**src/rtl/pipeline_latealu.sv**
```systemverilog
// Late-ALU stage: one-cycle barrel shifts plus iterative mult/div on private HI/LO registers.
// Divider datapath (ops div/divu) is built only when PIPELINE_LATEALU_DIV_EN is defined.
module pipeline_latealu (
  input  logic        clk,
  input  logic        rst,
  input  logic [4:0]  rd_index_in,
  input  logic [31:0] rd_value_in,
  input  logic [2:0]  exception_in,
  input  logic        latealu_enable,
  input  logic [5:0]  latealu_op,
  input  logic [31:0] latealu_a0,
  input  logic [31:0] latealu_a1,
  output logic [4:0]  rd_index,
  output logic [31:0] rd_value,
  output logic [2:0]  exception,
  output logic        stall,
  output logic        busy
);

  localparam logic [5:0] OP_SLL   = 6'd1;
  localparam logic [5:0] OP_SRL   = 6'd2;
  localparam logic [5:0] OP_SRA   = 6'd3;
  localparam logic [5:0] OP_MULT  = 6'd4;
  localparam logic [5:0] OP_MULTU = 6'd5;
  localparam logic [5:0] OP_DIV   = 6'd6;
  localparam logic [5:0] OP_DIVU  = 6'd7;
  localparam logic [5:0] OP_MFHI  = 6'd8;
  localparam logic [5:0] OP_MFLO  = 6'd9;
  localparam logic [5:0] OP_MTHI  = 6'd10;
  localparam logic [5:0] OP_MTLO  = 6'd11;

  typedef enum logic [1:0] {IDLE, ITER, FIX} state_t;

  state_t      state;
  logic [4:0]  count;
  logic [31:0] hi, lo, opnd;
  logic [63:0] prod;
  logic        neg_lo;
  logic        md_op, hilo_op, is_signed, start_md;
  logic [31:0] mag_a, mag_b, shift_res, fix_hi, fix_lo;
  logic [32:0] add_sum;
  logic [63:0] mult_next, iter_next, prod_neg;
`ifdef PIPELINE_LATEALU_DIV_EN
  logic        is_div, neg_hi;
  logic [32:0] div_shift, div_diff;
  logic [63:0] div_next;
`endif

  always_comb begin
    md_op     = (latealu_op == OP_MULT) || (latealu_op == OP_MULTU);
    is_signed = (latealu_op == OP_MULT);
`ifdef PIPELINE_LATEALU_DIV_EN
    md_op     = md_op || (latealu_op == OP_DIV) || (latealu_op == OP_DIVU);
    is_signed = is_signed || (latealu_op == OP_DIV);
`endif
    hilo_op   = md_op || ((latealu_op >= OP_MFHI) && (latealu_op <= OP_MTLO));
  end

  // Only ops touching HI/LO wait on the background unit; everything else flows.
  assign stall    = latealu_enable && (exception_in == 3'd0) && busy && hilo_op;
  assign start_md = latealu_enable && (exception_in == 3'd0) && !busy && md_op;

  assign mag_a = (is_signed && latealu_a0[31]) ? -latealu_a0 : latealu_a0;
  assign mag_b = (is_signed && latealu_a1[31]) ? -latealu_a1 : latealu_a1;

  always_comb begin
    shift_res = 32'd0;
    case (latealu_op)
      OP_SLL:  shift_res = latealu_a0 << latealu_a1[4:0];
      OP_SRL:  shift_res = latealu_a0 >> latealu_a1[4:0];
      OP_SRA:  shift_res = $signed(latealu_a0) >>> latealu_a1[4:0];
      default: shift_res = 32'd0;
    endcase
  end

  // Shift-add multiplier: prod holds {partial sum, remaining multiplier bits}.
  assign add_sum   = {1'b0, prod[63:32]} + (prod[0] ? {1'b0, opnd} : 33'd0);
  assign mult_next = {add_sum, prod[31:1]};
  assign prod_neg  = -prod;

`ifdef PIPELINE_LATEALU_DIV_EN
  // Restoring divider: prod holds {remainder, dividend bits shifting into quotient}.
  assign div_shift = prod[63:31];
  assign div_diff  = div_shift - {1'b0, opnd};
  always_comb begin
    if (div_shift >= {1'b0, opnd})
      div_next = {div_diff[31:0], prod[30:0], 1'b1};
    else
      div_next = {div_shift[31:0], prod[30:0], 1'b0};
  end
  assign iter_next = is_div ? div_next : mult_next;
`else
  assign iter_next = mult_next;
`endif

  always_comb begin
    {fix_hi, fix_lo} = neg_lo ? prod_neg : prod;
`ifdef PIPELINE_LATEALU_DIV_EN
    if (is_div) begin
      fix_lo = neg_lo ? -prod[31:0] : prod[31:0];
      fix_hi = neg_hi ? -prod[63:32] : prod[63:32];
    end
`endif
  end

  always_ff @(posedge clk) begin
    if (rst) begin
      rd_index  <= 5'd0;
      rd_value  <= 32'd0;
      exception <= 3'd0;
      busy      <= 1'b0;
      hi        <= 32'd0;
      lo        <= 32'd0;
      opnd      <= 32'd0;
      prod      <= 64'd0;
      neg_lo    <= 1'b0;
      count     <= 5'd0;
      state     <= IDLE;
`ifdef PIPELINE_LATEALU_DIV_EN
      is_div    <= 1'b0;
      neg_hi    <= 1'b0;
`endif
    end else begin
      if (stall) begin
        rd_index  <= 5'd0;
        rd_value  <= 32'd0;
        exception <= 3'd0;
      end else if (!latealu_enable) begin
        rd_index  <= rd_index_in;
        rd_value  <= rd_value_in;
        exception <= exception_in;
      end else if (exception_in != 3'd0) begin
        rd_index  <= 5'd0;
        rd_value  <= rd_value_in;
        exception <= exception_in;
      end else begin
        rd_index  <= 5'd0;
        rd_value  <= 32'd0;
        exception <= 3'd0;
        case (latealu_op)
          OP_SLL, OP_SRL, OP_SRA: begin
            rd_index <= rd_index_in;
            rd_value <= shift_res;
          end
          OP_MFHI: begin
            rd_index <= rd_index_in;
            rd_value <= hi;
          end
          OP_MFLO: begin
            rd_index <= rd_index_in;
            rd_value <= lo;
          end
          OP_MTHI: hi <= latealu_a0;
          OP_MTLO: lo <= latealu_a0;
          OP_MULT, OP_MULTU: ;
`ifdef PIPELINE_LATEALU_DIV_EN
          OP_DIV, OP_DIVU: ;
`endif
          default: exception <= 3'b001;
        endcase
      end

      // Background unit; mthi/mtlo cannot coincide with FIX since they stall while busy.
      case (state)
        IDLE: begin
          if (start_md) begin
            state  <= ITER;
            count  <= 5'd0;
            busy   <= 1'b1;
            prod   <= {32'd0, mag_b};
            opnd   <= mag_a;
            neg_lo <= is_signed && (latealu_a0[31] ^ latealu_a1[31]);
`ifdef PIPELINE_LATEALU_DIV_EN
            is_div <= (latealu_op == OP_DIV) || (latealu_op == OP_DIVU);
            neg_hi <= is_signed && latealu_a0[31];
            if ((latealu_op == OP_DIV) || (latealu_op == OP_DIVU)) begin
              prod <= {32'd0, mag_a};
              opnd <= mag_b;
            end
`endif
          end
        end
        ITER: begin
          prod  <= iter_next;
          count <= count + 5'd1;
          if (count == 5'd31) state <= FIX;
        end
        FIX: begin
          hi    <= fix_hi;
          lo    <= fix_lo;
          busy  <= 1'b0;
          state <= IDLE;
        end
        default: state <= IDLE;
      endcase
    end
  end

endmodule

```
**config.mk**
```make
export PLATFORM = sky130hd
export DESIGN_NAME = pipeline_latealu
export DESIGN_NICKNAME = d
export VERILOG_FILES = /design/src/rtl/pipeline_latealu.sv
export SDC_FILE = /design/constraint.sdc
export NUM_CORES = 1
export LEC_CHECK = 0
export ABC_AREA = 1
export ABC_CLOCK_PERIOD_IN_PS = 3000
export CAP_MARGIN = 20
export CELL_PAD_IN_SITES_DETAIL_PLACEMENT = 1
export CELL_PAD_IN_SITES_GLOBAL_PLACEMENT = 2
export CORE_ASPECT_RATIO = 1.4
export CORE_MARGIN = 10
export CORE_UTILIZATION = 31
export DETAILED_ROUTE_END_ITERATION = 6
export GPL_TIMING_DRIVEN = 0
export PLACE_DENSITY_LB_ADDON = 0.1
export SYNTH_ARGS = -nofsm -noshare
export SYNTH_HDL_FRONTEND = slang
export SYNTH_SLANG_ARGS = --single-unit
```
**constraint.sdc**
```tcl
create_clock -name clk -period 3 [get_ports clk]
set_input_delay 0.45 -clock clk [delete_from_list [all_inputs] [get_ports clk]]
set_output_delay 0.45 -clock clk [all_outputs]
set_load 0.005 [all_outputs]
```
==> impl_summary.txt <==
----------------------------------------------------
[Setup path]
  Worst stage delay on the critical path ... approximately 0.8 ns
  Endpoint kind of the worst setup timing path ... register
  Crit path required time ... 3.46 ns
  Critical path startpoint category ... input port
  RR Startpoint ... prod[0]
  Worst r2r dst ... prod[63]
  Crit path launch ... latealu_a1[3]
  Crit path top cell by count ... nand2_1
  Capturing instance or port of the critical path ... prod[27]
  Type of the worst setup path ... input port to register
  Crit Path Max Fanout ... 7
  Worst reg-to-reg setup slack ... approximately 0.13 ns
  Worst reg-to-reg path cell count ... 15
  Cell with the biggest individual delay on the critical path ... nor2_1
  Crit path cell chain ... clkdlybuf4s50_1, nor2_1, nand2_2, inv_2, nand3_1, nand3b_1, nand2_1, nand2_1, nand2_1, nand3_1, a21oi_1
  Arrival @ worst endpoint ... between 3 and 4 ns

[Floorplan]
  Area of the die ... 0.0700 mm²
  Chip height ... about 310 µm
  Placeable Area ... between 0.05 and 0.06 mm²
  Number of rows in the core area ... 105
  Starting utilization of the core area ... 0.315
  Horizontal die dimension ... between 200 and 250 µm
  Number of I/O pins ... approximately 160

[Drt]
  Number of detailed-routing iterations run before antenna repair ... 7
  Vias post-DR ... 24200
  Final routed DRC violation total ... 2
  Routed wirelength normalized by instance count ... between 20 and 30 µm
  Number of nets with antenna violations after routing ... 0
  Wire length reported by the detailed router ... approximately 120 mm
  Starting DRT DRC Count ... roughly 1700
  Via density per instance ... roughly 5.8

[Synth]
  Post-synthesis async set-or-reset flop share ... 0
  Predominant post-synthesis flop cell ... dfxtp_1
  Synthesized flop and latch total ... approximately 210
  Number of distinct library cell variants in the gate-level netlist after synthesis ... 57
  Sequential area share after synthesis ... 0.226
  Synthesized netlist cell count ... 3271
  Top cells by area in the synthesized netlist ... dfxtp_1 (23%), nand2_1 (19%), nand3_1 (12%), a21oi_1 (7.1%), inv_1 (6.9%)
  Library cell with the largest summed area after synthesis ... dfxtp_1
  Fraction of post-synthesis cell area in the top cell type by area ... 0.226
  Mean instance size in the synthesized netlist ... around 5.7 µm²
  Count of flip-flops with a built-in enable after synthesis ... 0
  Synthesized netlist net count ... 3422
  Syn. warnings ... 0
  Syn Std Cell Area ... approximately 0.019 mm²

[STA]
  Final clock period utilization by the worst path ... 0.985
  Final Slew Violations ... 0
  Final Critical Period ... roughly 3 ns
  Slew margin rel. ... 0.219
  Finish-stage setup viols ... 0
  Worst-margin pin slew ... 1.16 ns
  Final worst hold slack ... around 0.44 ns
  Setup repair after global routing missed its margin ... true
  Post-route worst setup slack ... approximately 0.045 ns
  Worst-case clock skew ... between 0.03 and 0.04 ns
  Hold Violations, Final ... 0
  Maximum operating frequency ... between 300 and 400 MHz
  Total negative setup slack ... 0 ns

[Power and ir drop]
  Total power draw ... roughly 7000 µW
  Static leakage power ... ~0.010 µW
  Maximum vdd ir drop ... between 0.3 and 0.4 mV
  Power density cells ... around 330 mW/mm²

[Clock network]
  Clk root buf ... clkbuf_16
  Clock-pin slew reported for the worst setup and hold paths after clock tree synthesis ... around 0.06 ns
  Clock tree from TritonCTS ... built
  CTS Buf Count ... 24
  Quantity of hold-fixing buffers added after cts ... 0
  CTS HTree Levels ... 1
  Clock sinks ... approximately 210
  Insertion delay of the later-clocked pin in the worst-skew pair ... around 0.57 ns
  Clock Path Buffers ... 3

[Final layout]
  Commonest cells after routing, fill and taps aside ... nand2_1 (946), nand3_1 (451), inv_1 (338)
  Fill cells ... approximately 8000
  Number of nets in the finished design ... between 3000 and 4000
  Most common library cell in the layout ignoring fill and taps ... nand2_1
  Fraction of final layout cells sized beyond drive strength 1 ... 0.0539
  Post-route cell area ... 0.0217 mm²
  Area added between synthesis and finish ... 17.1%
  Ant. Diodes ... 0

[Hold path]
  Hold Crit Class ... input port to register

[Outcome]
  Violations in the final reports ... DRC
  Result of the run ... finished with violations

[Job]
  Max-cap violation count ... 0

[GRT]
  All-Layer GR Usage ... 0.343
  Initial antenna violation count ... 0
  Largest net degree at the start of global routing ... 14
  Number of global-route vias before repair ... ~25000
  Leftover overflow at the end of global routing ... 0
  Wire length of the first global-routing pass ... around 170 mm

[Placement]
  Post-placement worst setup slack ... -0.580 ns
  GP Congestion ... approximately 1.0
  Post-place instance area ... about 0.021 mm²
  # port buffers ... between 100 and 150
  Placed wire-length estimate after detailed placement ... a little over 100 mm

----------------------------------------------------
==> flip-flops by register name (all words and copies together), names as in the netlist <==
signal	count
rd_value	32
state	2
prod	64
neg_lo	1
exception	3
hi	32
rd_index	5
busy	1
lo	32
opnd	32
count	5
==> kinds of logic (layout without fill, tap and decap cells) <==
family                   after synthesis  in the layout  synth area share
buffers and inverters                522            704             0.113
AND/OR/NAND/NOR                     1869           1869             0.442
flip-flops                           209            209             0.226
XOR/XNOR                              25             25            0.0118
adder cells (fa/ha/maj)               38             38            0.0261
AO/OA/AOI/OAI                        608            608             0.181
==> per-stage QoR <==
step                       util  cells
after floorplan               -   3271
after global placement    0.354   4160
after detailed placement  0.354   4160
after CTS                 0.368   4200
after global routing      0.368   4202
final                     0.368   4202
==> worst min-delay path by stage <==
stage | start | endpoint | slack (ns) | cells past startpoint
4_1_cts | rd_value_in[12] | rd_value[12] | 0.43 | 3
6_report | rd_value_in[12] | rd_value[12] | 0.44 | 3
5_1_grt | rd_index_in[1] | rd_index[1] | 0.43 | 2
2_1_floorplan | lo[2] | lo[2] | 0.44 | 2
3_3_place_gp | lo[2] | lo[2] | 0.45 | 2
3_5_place_dp | lo[3] | lo[3] | 0.45 | 2
==> metal layers <==
metal / vias up / wire length, µm / GRT usage
li1: 11200 / - / -
met1: 11700 / 42300 / 0.334
met2: 922 / 61400 / 0.620
met3: 411 / 5710 / 0.0401
met4: 0 / 13600 / 0.324
met5: - / 0 / 0
==> worst max-delay path: cells and delay by family <==
| family | cells | cell delay, ns |
|---|---|---|
| AOI/OAI and AO/OA | 1 | 0.20 |
| and+or+nand+nor | 8 | 1.86 |
| buffers and inverters | 2 | 0.89 |
==> layout make-up <==
cell class / count / area [µm²] / area share
Buffer: 157 / 723 / 0.0334
Clock buffer: 32 / 681 / 0.0314
Clock inverter: 8 / 86.3 / 0.00398
Inverter: 365 / 1380 / 0.0635
Multi-Input combinational cell: 2540 / 12300 / 0.566
Sequential cell: 209 / 4180 / 0.193
Tap cell: 749 / 937 / 0.0432
Timing Repair Buffer: 142 / 1420 / 0.0653
==> power by group <==
| part | total, µW | internal [µW] | switching [µW] |
|---|---|---|---|
| sequential | 2820 | 2810 | 9.89 |
| clock | 3000 | 1680 | 1320 |
| combinational | 1390 | 395 | 996 |
==> what timing repair did <==
item	CTS	global route
buffers inserted	0	2
endpoints found under the hold margin	0	0
resized for setup	6	15
setup endpoints to repair	11	13
==> cell usage after synthesis, types with 37 or more instances <==
| cell | n |
|---|---|
| o22ai_1 | 41 |
| nor3_1 | 37 |
| nand2_1 | 948 |
| nor2_1 | 304 |
| a21oi_1 | 262 |
| nand3_1 | 452 |
| buf_2 | 41 |
| dfxtp_1 | 209 |
| clkbuf_1 | 86 |
| inv_1 | 339 |
| o21ai_0 | 176 |
| ha_1 | 37 |
| nand4_1 | 46 |
Note: power is estimated with default switching activity, not from simulation.
